[src/rtl/ifu_fetch.sv]
`default_nettype none
// ============================================================================
// Module   : ifu_fetch
// Purpose  : Instruction fetch unit between the PC register and the
//            instruction memory port. Issues in-order fetch requests for the
//            current PC over a valid/ready port. Tags each returning
//            instruction with the PC it was fetched from. Buffers the tagged
//            results for decode. Holds the PC register whenever no request is
//            accepted. Flushes buffered and in-flight fetches on a jump.
// Ports    :
//   clk, rst_n          clock; asynchronous active-low reset
//   pc_i                current PC from the PC register
//   jump_flag_i         redirect; the PC register loads the target this edge
//   hold_o              hold to the PC register (1 keeps PC)
//   req_valid_o/ready_i fetch request handshake, req_addr_o = pc_i
//   rsp_valid_i/data_i  in-order memory response, always accepted
//   inst_valid_o/ready_i decode handshake
//   inst_o, inst_pc_o   head instruction and its PC
// Revision : 1.0 - initial release
// ============================================================================
module ifu_fetch #(
    parameter int DEPTH = 2
) (
    input  logic        clk,
    input  logic        rst_n,
    input  logic [31:0] pc_i,
    input  logic        jump_flag_i,
    output logic        hold_o,
    output logic        req_valid_o,
    output logic [31:0] req_addr_o,
    input  logic        req_ready_i,
    input  logic        rsp_valid_i,
    input  logic [31:0] rsp_data_i,
    output logic        inst_valid_o,
    output logic [31:0] inst_o,
    output logic [31:0] inst_pc_o,
    input  logic        inst_ready_i
);

    localparam int PTR_W = $clog2(DEPTH);
    localparam int CNT_W = PTR_W + 1;
    localparam logic [CNT_W:0] CREDIT_MAX = (CNT_W + 1)'(DEPTH);

    // PCs of accepted requests, waiting for their responses
    logic [31:0]      pend_mem [DEPTH];
    logic [PTR_W-1:0] pend_wr;
    logic [PTR_W-1:0] pend_rd;

    // Tagged instructions waiting for decode
    logic [31:0]      data_pc_mem   [DEPTH];
    logic [31:0]      data_inst_mem [DEPTH];
    logic [PTR_W-1:0] data_wr;
    logic [PTR_W-1:0] data_rd;
    logic [CNT_W-1:0] data_count;

    logic [CNT_W-1:0] outstanding;
    logic [CNT_W-1:0] discard;

    // Last head presented to decode, shown while the buffer is empty
    logic [31:0]      last_inst;
    logic [31:0]      last_pc;

    logic [CNT_W:0]   credit_used;
    logic             req_fire;
    logic             data_push;
    logic             data_pop;

    // Credit covers every in-flight request, including ones that will be
    // discarded, so buffer space always exists when a response returns.
    assign credit_used  = {1'b0, outstanding} + {1'b0, data_count};
    assign req_valid_o  = rst_n & ~jump_flag_i & (credit_used < CREDIT_MAX);
    assign req_fire     = req_valid_o & req_ready_i;
    assign req_addr_o   = pc_i;

    // PC advances only on an accepted fetch; never held during a jump so the
    // PC register can load the redirect target.
    assign hold_o       = ~req_fire & ~jump_flag_i;

    // A response arriving in the jump cycle belongs to the old stream.
    assign data_push    = rsp_valid_i & (discard == '0) & ~jump_flag_i;
    assign inst_valid_o = (data_count != '0);
    assign data_pop     = inst_valid_o & inst_ready_i;

    assign inst_o    = inst_valid_o ? data_inst_mem[data_rd] : last_inst;
    assign inst_pc_o = inst_valid_o ? data_pc_mem[data_rd]   : last_pc;

    // Storage arrays; contents are only observed through valid pointers.
    always_ff @(posedge clk) begin
        if (req_fire) begin
            pend_mem[pend_wr] <= pc_i;
        end
        if (data_push) begin
            data_pc_mem[data_wr]   <= pend_mem[pend_rd];
            data_inst_mem[data_wr] <= rsp_data_i;
        end
    end

    always_ff @(posedge clk or negedge rst_n) begin
        if (!rst_n) begin
            pend_wr     <= '0;
            pend_rd     <= '0;
            data_wr     <= '0;
            data_rd     <= '0;
            data_count  <= '0;
            outstanding <= '0;
            discard     <= '0;
            last_inst   <= '0;
            last_pc     <= '0;
        end else begin
            if (req_fire) begin
                pend_wr <= pend_wr + PTR_W'(1);
            end
            // Every response retires one pend entry, kept or dropped.
            if (rsp_valid_i) begin
                pend_rd <= pend_rd + PTR_W'(1);
            end
            outstanding <= outstanding + CNT_W'(req_fire) - CNT_W'(rsp_valid_i);

            // On a jump every still-outstanding response is stale; one
            // arriving right now is already dropped and not counted again.
            if (jump_flag_i) begin
                discard <= outstanding - CNT_W'(rsp_valid_i);
            end else if (rsp_valid_i && (discard != '0)) begin
                discard <= discard - CNT_W'(1);
            end

            if (jump_flag_i) begin
                data_wr    <= '0;
                data_rd    <= '0;
                data_count <= '0;
            end else begin
                if (data_push) begin
                    data_wr <= data_wr + PTR_W'(1);
                end
                if (data_pop) begin
                    data_rd <= data_rd + PTR_W'(1);
                end
                data_count <= data_count + CNT_W'(data_push) - CNT_W'(data_pop);
            end

            if (inst_valid_o) begin
                last_inst <= data_inst_mem[data_rd];
                last_pc   <= data_pc_mem[data_rd];
            end
        end
    end

    // A response with nothing outstanding is a memory protocol violation.
    a_rsp_without_req : assert property (
        @(posedge clk) disable iff (!rst_n)
        !(rsp_valid_i && (outstanding == '0))
    );

endmodule
`default_nettype wire

[config.mk]
export PLATFORM = sky130hd
export DESIGN_NAME = ifu_fetch
export DESIGN_NICKNAME = d
export VERILOG_FILES = /design/src/rtl/ifu_fetch.sv
export SDC_FILE = /design/constraint.sdc
export NUM_CORES = 1
export LEC_CHECK = 0
export CORE_ASPECT_RATIO = 1.75
export CORE_UTILIZATION = 40
export CTS_CLUSTER_SIZE = 10
export DETAILED_ROUTE_END_ITERATION = 8
export GPL_ROUTABILITY_DRIVEN = 0
export GPL_TIMING_DRIVEN = 1
export PLACE_DENSITY_LB_ADDON = 0.08
export SLEW_MARGIN = 20
export SYNTH_ARGS = -nofsm -noshare
export SYNTH_HDL_FRONTEND = slang
export SYNTH_SLANG_ARGS = --single-unit
[constraint.sdc]
create_clock -name clk -period 12.55 [get_ports clk]
set_input_delay 3.765 -clock clk [delete_from_list [all_inputs] [get_ports clk]]
set_output_delay 3.765 -clock clk [all_outputs]
set_load 0.03 [all_outputs]
## Yosys cells after proc, flatten, opt, wreduce, memory -nomap -nowiden

Memories as Yosys holds them, arrays and structs flattened.
Index checks and enable logic that the tools add are counted.
Widths: inputs -> output; s select.

| word-level totals | value |
|---|---|
| register bits after elaboration | 74 |
| logic and storage cells | 53 |
| output and inout bits | 99 |
| ROM bits | 0 |
| input bits | 70 |
| bits in writable memories | 192 |
| memories | 3 |
| bits in latches | 0 |

| operators by class | value |
|---|---|
| shifts and indexed selects | 0 |
| $add $sub $neg | 11 |
| bitwise logic cells | 9 |
| muxes and demuxes | 13 |
| order comparisons | 1 |
| reduce and logical (&&, ||, !) cells | 7 |
| div/mod/pow operators | 0 |
| multipliers | 0 |
| equality and inequality tests | 0 |

Memory list:

| memory | words | width | read ports | clocked after memory_dff | write ports | RTL line | RTL |
|---|---|---|---|---|---|---|---|
| data_inst_mem | 2 | 32 | 1 | 0 | 1 | 51 | `logic [31:0] data_inst_mem [DEPTH];` |
| data_pc_mem | 2 | 32 | 1 | 0 | 1 | 50 | `logic [31:0] data_pc_mem [DEPTH];` |
| pend_mem | 2 | 32 | 1 | 0 | 1 | 45 | `logic [31:0] pend_mem [DEPTH];` |

Operators with widths:

| kind | count |
|---|---|
| $mux 32 | 2 |
| $reduce_bool 2->1 | 5 |
| $mux 1 | 8 |
| $and 1x1->1 | 7 |
| $mux 2 | 3 |
| $sub 2x1->2 | 3 |
| $add 1x1->1 const B | 4 |
| $add 2x1->2 | 2 |
| $add 2x2->3 | 1 |
| $lt 3x2->1 const B | 1 |
| $logic_not 2->1 | 1 |
| $not 1->1 | 2 |
| $sub 2x1->2 const B | 1 |
| $logic_and 1x1->1 | 1 |

## Longest topological paths before layout

Gate-level depths: netlist of run 1.

| logic depth | value |
|---|---|
| word-level depth | 6 |
| gate-level depth with buffers | 10 |
| depth with buffers taken out | 10 |

## Worst setup path before layout of run 1

Ideal clock, no wire load.

| timing path | value |
|---|---|
| path type | input to output |
| start | input port jump_flag_i |
| end | output port hold_o |
| buffers on the path | 1 |
| required time | 8.785 ns |
| data arrival time | 4.806 ns |
| path slack | 3.979 ns |
| cell stages on the path | 3 |
| cell sequence | buf_6 -> nor4b_4 -> a21oi_1 |

| between the ends | value |
|---|---|
| cells in the longest elaborated chain, start to end | 6 |

Ends and longest elaborated chain:

| what | RTL line | RTL |
|---|---|---|
| from (decl) | 27 | `input logic jump_flag_i,` |
| $not 1->1 | 71 | `assign req_valid_o = rst_n & ~jump_flag_i & (credit_used < CREDIT_MAX);` |
| $and 1x1->1 (2 in a row) | 71 |  |
| named net req_valid_o | 29 | `output logic req_valid_o,` |
| $and 1x1->1 | 72 | `assign req_fire = req_valid_o & req_ready_i;` |
| $not 1->1 | 77 | `assign hold_o = ~req_fire & ~jump_flag_i;` |
| $and 1x1->1 | 77 |  |
| to (decl) | 28 | `output logic hold_o,` |

The timed path passes the listed nets, and every way through them passes these cells.

## Worst setup path in the final report of run 1

| timing path | value |
|---|---|
| start | input port jump_flag_i |
| end | output port req_valid_o |

| between the ends | value |
|---|---|
| cells in the longest elaborated chain, start to end | 3 |

Ends and longest elaborated chain:

| what | RTL line |
|---|---|
| $not 1->1 | 71 |
| $and 1x1->1 (2 in a row) | 71 |
| to (decl) | 29 |

Every way passes these cells.

==> results of run 1 <==
==> metrics by stage <==
step / area [um2] / instances
final: 12600 / 1074
after global routing: 12600 / 1074
after CTS: 12600 / 1074
after detailed placement: 11700 / 1020
after global placement: 11700 / 1019
after floorplan: 9930 / 595
==> critical path, cell delays in order <==
cell	delay (ns)
clkdlybuf4s50_1	0.65
nor4b_4	0.45
clkdlybuf4s50_1	0.74
==> cells in the mapped netlist <==
cell / number
mux2_2: 32
or2_2: 1
and3_1: 1
and2_1: 2
dfrtp_1: 74
nand2_2: 1
edfxtp_1: 192
xnor2_2: 1
inv_1: 7
nor2_1: 71
clkbuf_1: 1
o31a_2: 1
ha_1: 6
and2b_2: 1
fa_1: 1
xnor2_1: 5
buf_6: 1
nand2_1: 2
buf_2: 18
buf_4: 38
xor2_1: 3
or2_1: 1
mux2i_1: 65
nor3_1: 1
nor2b_1: 2
nor4b_4: 1
a21oi_1: 65
o21ai_0: 1
==> layer usage <==
layer	global-route usage, %	up-vias	wire [um]
li1	-	2437	-
met1	17.4	2558	7500
met2	29.6	137	10600
met3	2.92	36	998
met4	5.53	0	460
met5	0	-	0
==> kinds of logic (layout without fill, tap and decap cells) <==
logic type / after synthesis / in the layout / share of synthesized area (%)
AOI/OAI and AO/OA: 67 / 67 / 3.43
buffers and inverters: 65 / 236 / 4.20
muxes: 97 / 97 / 10.2
adders and majority gates: 7 / 7 / 0.958
and+or+nand+nor: 84 / 84 / 3.64
DFF: 266 / 266 / 76.7
xor gates and xnor gates: 9 / 9 / 0.870
==> layout make-up <==
cell class / instances / area (um2) / share of cell area, %
sequential: 266 / 7620 / 60.5
multi-input combinational: 264 / 1920 / 15.3
timing repair buffer: 175 / 1750 / 13.9
clock buffer: 54 / 883 / 7.02
tap: 308 / 385 / 3.06
inverter: 7 / 26.3 / 0.209
==> worst paths after layout <==
path / startpoint / end / slack, ns / depth (start not counted)
min in group asynchronous: rst_n / last_inst[27] / 3.17 / 1
max reg2reg: outstanding[0] / pend_mem[1][8] / 9.85 / 4
max: jump_flag_i / req_valid_o / 3.18 / 3
max in group asynchronous: rst_n / data_rd / 8.29 / 2
min reg2reg: outstanding[0] / outstanding[0] / 0.54 / 1
min: outstanding[0] / outstanding[0] / 0.54 / 1
==> state kept, by name, indices dropped and copies added, names as in the netlist <==
signal / cells
data_inst_mem: 64
pend_rd: 1
pend_mem: 64
last_inst: 32
outstanding: 2
data_count: 2
data_wr: 1
pend_wr: 1
data_pc_mem: 64
discard: 2
last_pc: 32
data_rd: 1
==> where the power goes <==
| group | switching (uW) | internal (uW) | leakage [uW] |
|---|---|---|---|
| Sequential | 66.3 | 1130 | 0.00256 |
| Clock | 317 | 469 | 0.000420 |
| Combinational | 814 | 517 | 0.00139 |
| Total | 1200 | 2120 | 0.00437 |
==> results.json, run 1 <==
{
  "status": "complete, no violations",
  "nets": 821,
  "leakagePower_uw": 0.00437,
  "setup_tns_ns": 0,
  "die_h_um": 210,
  "endpoint_kind": "output port",
  "drive_above_1_share_pct": 11.0,
  "htree_num_levels": 1,
  "tightest_slew_ns": 0.954,
  "ant_nets": 0,
  "fin_worst_skew_ns": 0.00489,
  "n_fill_cell": 2032,
  "coreArea_um2": 24200,
  "max-slew-margin-rel_pct": 36.4,
  "dieArea_um2": 25500,
  "vias": 5168,
  "hold_viol_final": 0,
  "yosysWarnings": 0,
  "hold_path_class": "reg2reg",
  "diodes": 0,
  "grt_max_degree": 75,
  "fmax_ghz": 0.107,
  "syn_inst": 595,
  "power_uw": 3310,
  "io_pins": 169,
  "fin_ws_ns": 3.18,
  "drt-vias-per-instance": 4.81,
  "arrival_ns": 5.60,
  "row_count": 75,
  "die_x_um": 121,
  "ys_ff_latch": 266,
  "synthDistinctLibCells": 28,
  "post_cts_resized": 0,
  "clockRootBuffer": "clkbuf_16",
  "most-common-layout-cells": "192 x edfxtp_1, 167 x clkdlybuf4s50_1, 73 x dfrtp_1",
  "io_buffers": 168,
  "peakVddDrop_mv": 0.130,
  "ctsHoldBuffers": 0,
  "synth_top_cells_by_area": "edfxtp_1 58%, dfrtp_1 19%, mux2i_1 6.6%",
  "post_cts_buffers": 0,
  "period_minus_slack_ns": 9.37,
  "grt-ovfl-total": 0,
  "yosysSeqAreaShare_pct": 76.7,
  "required_ns": 8.78,
  "routedWlPerCell_um": 18.2,
  "hpwl_um": 11800,
  "grt_antenna_before_repair": 0,
  "cts_buffer_depth": 3,
  "drt_iter0_markers": 251,
  "grt_usage_pct": 15.7,
  "start_kind": "primary input",
  "cts.sinks": 266,
  "setup_violations": 0,
  "synthesis.area_um2": 9930,
  "final_common_cell": "edfxtp_1",
  "maxSlewViolCount": 0,
  "grt_pass1_vias": 5651,
  "synth_nets": 672,
  "area_growth_pct": 26.8,
  "drc_errors": 0,
  "drt_pass1_iterations": 5,
  "rsz0062_at_grt": "false",
  "grt_pass1_wl_um": 30500,
  "postSynthAreaPerCell_um2": 16.7,
  "crit_fanout": 10,
  "cts_buffers": 30,
  "clk_pin_slew_ns": 0.06,
  "worst-setup-path-type": "in2out",
  "yosysTopAreaCell": "edfxtp_1",
  "maxCapViolCount": 0,
  "fin_crit_sh_pct": 74.6,
  "initial_core_util_pct": 41.0,
  "post-place-ws_ns": 3.18,
  "routed_wl_um": 19600,
  "finalHoldWorstSlack_ns": 0.539,
  "clkLatencyLatePin_ns": 0.54,
  "utilization_pct": 52.0,
  "cts_tree": "done",
  "powerDensity_nw_per_um2": 263,
  "netlist.area_leader.share_pct": 58.1
}
No activity file was read; power rests on OpenSTA's default activity.
==> inputs of run 2 (changes only) <==
==> constraint.sdc (replaced) <==
create_clock -name clk -period 9.2 [get_ports clk]
set_input_delay 2.76 -clock clk [delete_from_list [all_inputs] [get_ports clk]]
set_output_delay 2.76 -clock clk [all_outputs]
set_load 0.03 [all_outputs]
==> run 2 against run 1 <==
Compared with the run above: combinational power grew 36%; sequential power is 36% higher; clock power is 37% higher; critical path depth unchanged; via count hardly changed; largest power group unchanged; register-to-register slack lost 3.5 ns; worst hold slack got worse by 0.0052 ns; clock-buffer cell count increased by 1; global-route usage decreased by 0.41 points; final cell count barely moved.
==> results.json, run 2 (same netlist as run 1, synthesis figures left out) <==
{
  "reg_top3": "data_inst_mem: 64 flops, data_pc_mem: 64 flops, pend_mem: 64 flops",
  "grt_max_degree": 101,
  "drt_iter0_markers": 162,
  "routedWlPerCell_um": 17.7,
  "ctsHoldBuffers": 0,
  "fin_ws_ns": 1.90,
  "worst-setup-path-type": "in2out",
  "grt_usage_pct": 15.3,
  "clkLatencyLatePin_ns": 0.54,
  "peakVddDrop_mv": 0.220,
  "status": "complete, no violations",
  "slowest_delay_ns": 0.74,
  "hpwl_um": 11400,
  "io_buffers": 168,
  "period_minus_slack_ns": 7.30,
  "ant_nets": 0,
  "drive_above_1_share_pct": 11.0,
  "drt-vias-per-instance": 4.80,
  "post_cts_buffers": 0,
  "design_area_um2": 12600,
  "dieArea_um2": 25500,
  "cpMostUsedCell": "clkdlybuf4s50_1",
  "post_cts_resized": 0,
  "grt-ovfl-total": 0,
  "power_uw": 4520,
  "start_kind": "primary input",
  "slowest_stage": "clkdlybuf4s50_1",
  "maxCapViolCount": 0,
  "fmax_ghz": 0.137,
  "diodes": 0,
  "grt_antenna_before_repair": 0,
  "leakagePower_uw": 0.00436,
  "cts.sinks": 266,
  "fin_crit_sh_pct": 79.4,
  "place_area_um2": 11700,
  "powerDensity_nw_per_um2": 359,
  "endpoint_kind": "output port",
  "crit_fanout": 10,
  "n_fill_cell": 2052,
  "cts_buffers": 30,
  "die_h_um": 210,
  "most-common-layout-cells": "192 x edfxtp_1, 167 x clkdlybuf4s50_1, 73 x dfrtp_1",
  "cts_tree": "done",
  "vias": 5165,
  "reg2reg_slack_ns": 6.36,
  "nets": 821,
  "maxSlewViolCount": 0,
  "drc_errors": 0,
  "row_count": 75,
  "io_pins": 169,
  "grt_pass1_vias": 5718,
  "initial_core_util_pct": 41.0,
  "grt_pass1_wl_um": 29800,
  "routed_wl_um": 19000,
  "hold_viol_final": 0,
  "hold_path_class": "reg2reg",
  "fin_worst_skew_ns": 0.00987,
  "tightest_slew_ns": 1.07,
  "drt_pass1_iterations": 4,
  "htree_num_levels": 1,
  "rsz0062_at_grt": "false",
  "die_x_um": 121,
  "required_ns": 6.44,
  "post-place-ws_ns": 1.88,
  "coreArea_um2": 24200,
  "max-slew-margin-rel_pct": 28.8,
  "setup_tns_ns": 0,
  "final_common_cell": "edfxtp_1",
  "clk_pin_slew_ns": 0.06,
  "crit_chain": "clkdlybuf4s50_1 > nor4b_4 > clkdlybuf4s50_1",
  "area_growth_pct": 26.8,
  "cts_buffer_depth": 3,
  "arrival_ns": 4.54,
  "clockRootBuffer": "clkbuf_16",
  "setup_violations": 0
}
==> run 2: cell types whose count changed in the layout (fill, tap and decap cells not counted) <==
cell,change
buf_16,-1
clkbuf_1,+1
buf_12,+1
==> run 2: cell type report <==
cell class	count	area, um2	area share [%]
Inverter	7	26.3	0.209
Clock buffer	55	887	7.05
Multi-Input combinational cell	264	1920	15.3
Timing Repair Buffer	175	1740	13.9
Tap cell	308	385	3.06
Sequential cell	266	7620	60.6
==> run 2: critical path: cells and delay by family <==
family	cells	cell delay [ns]
simple gates	1	0.43
buf+inv	2	1.35
==> run 2: routing by layer <==
layer  vias up  routed length, um  GRT usage [%]
met5         -                  0              0
met4         0                399           5.41
met3        29               1000           3.06
met2       138              10400           29.3
met1      2564               7180           16.4
li1       2434                  -              -
==> run 2: path summary, 6_finish.rpt <==
kind	depth (start not counted)	end	start
min	1	outstanding[0]	outstanding[0]
min in group asynchronous	1	data_rd	rst_n
min reg2reg	1	outstanding[0]	outstanding[0]
max reg2reg	6	data_pc_mem[0][17]	discard[0]
max in group asynchronous	2	last_pc[8]	rst_n
max	3	req_valid_o	jump_flag_i
==> run 2: report_power, final <==
group | internal (uW) | leakage [uW] | switching, uW
Combinational | 706 | 0.00138 | 1110
Sequential | 1540 | 0.00256 | 86.4
Clock | 641 | 0.000422 | 436
Total | 2890 | 0.00436 | 1630
==> run 2: metrics by stage <==
| stage | utilization, % | hold slack, ns | std cells |
|---|---|---|---|
| 6_report | 52.0 | 0.534 | 1075 |
| 5_1_grt | 52.0 | 0.560 | 1075 |
| 4_1_cts | 51.9 | 0.545 | 1074 |
| 3_5_place_dp | 48.2 | 0.532 | 1019 |
| 3_3_place_gp | 48.2 | 0.527 | 1019 |
| 2_1_floorplan | - | 0.489 | 595 |
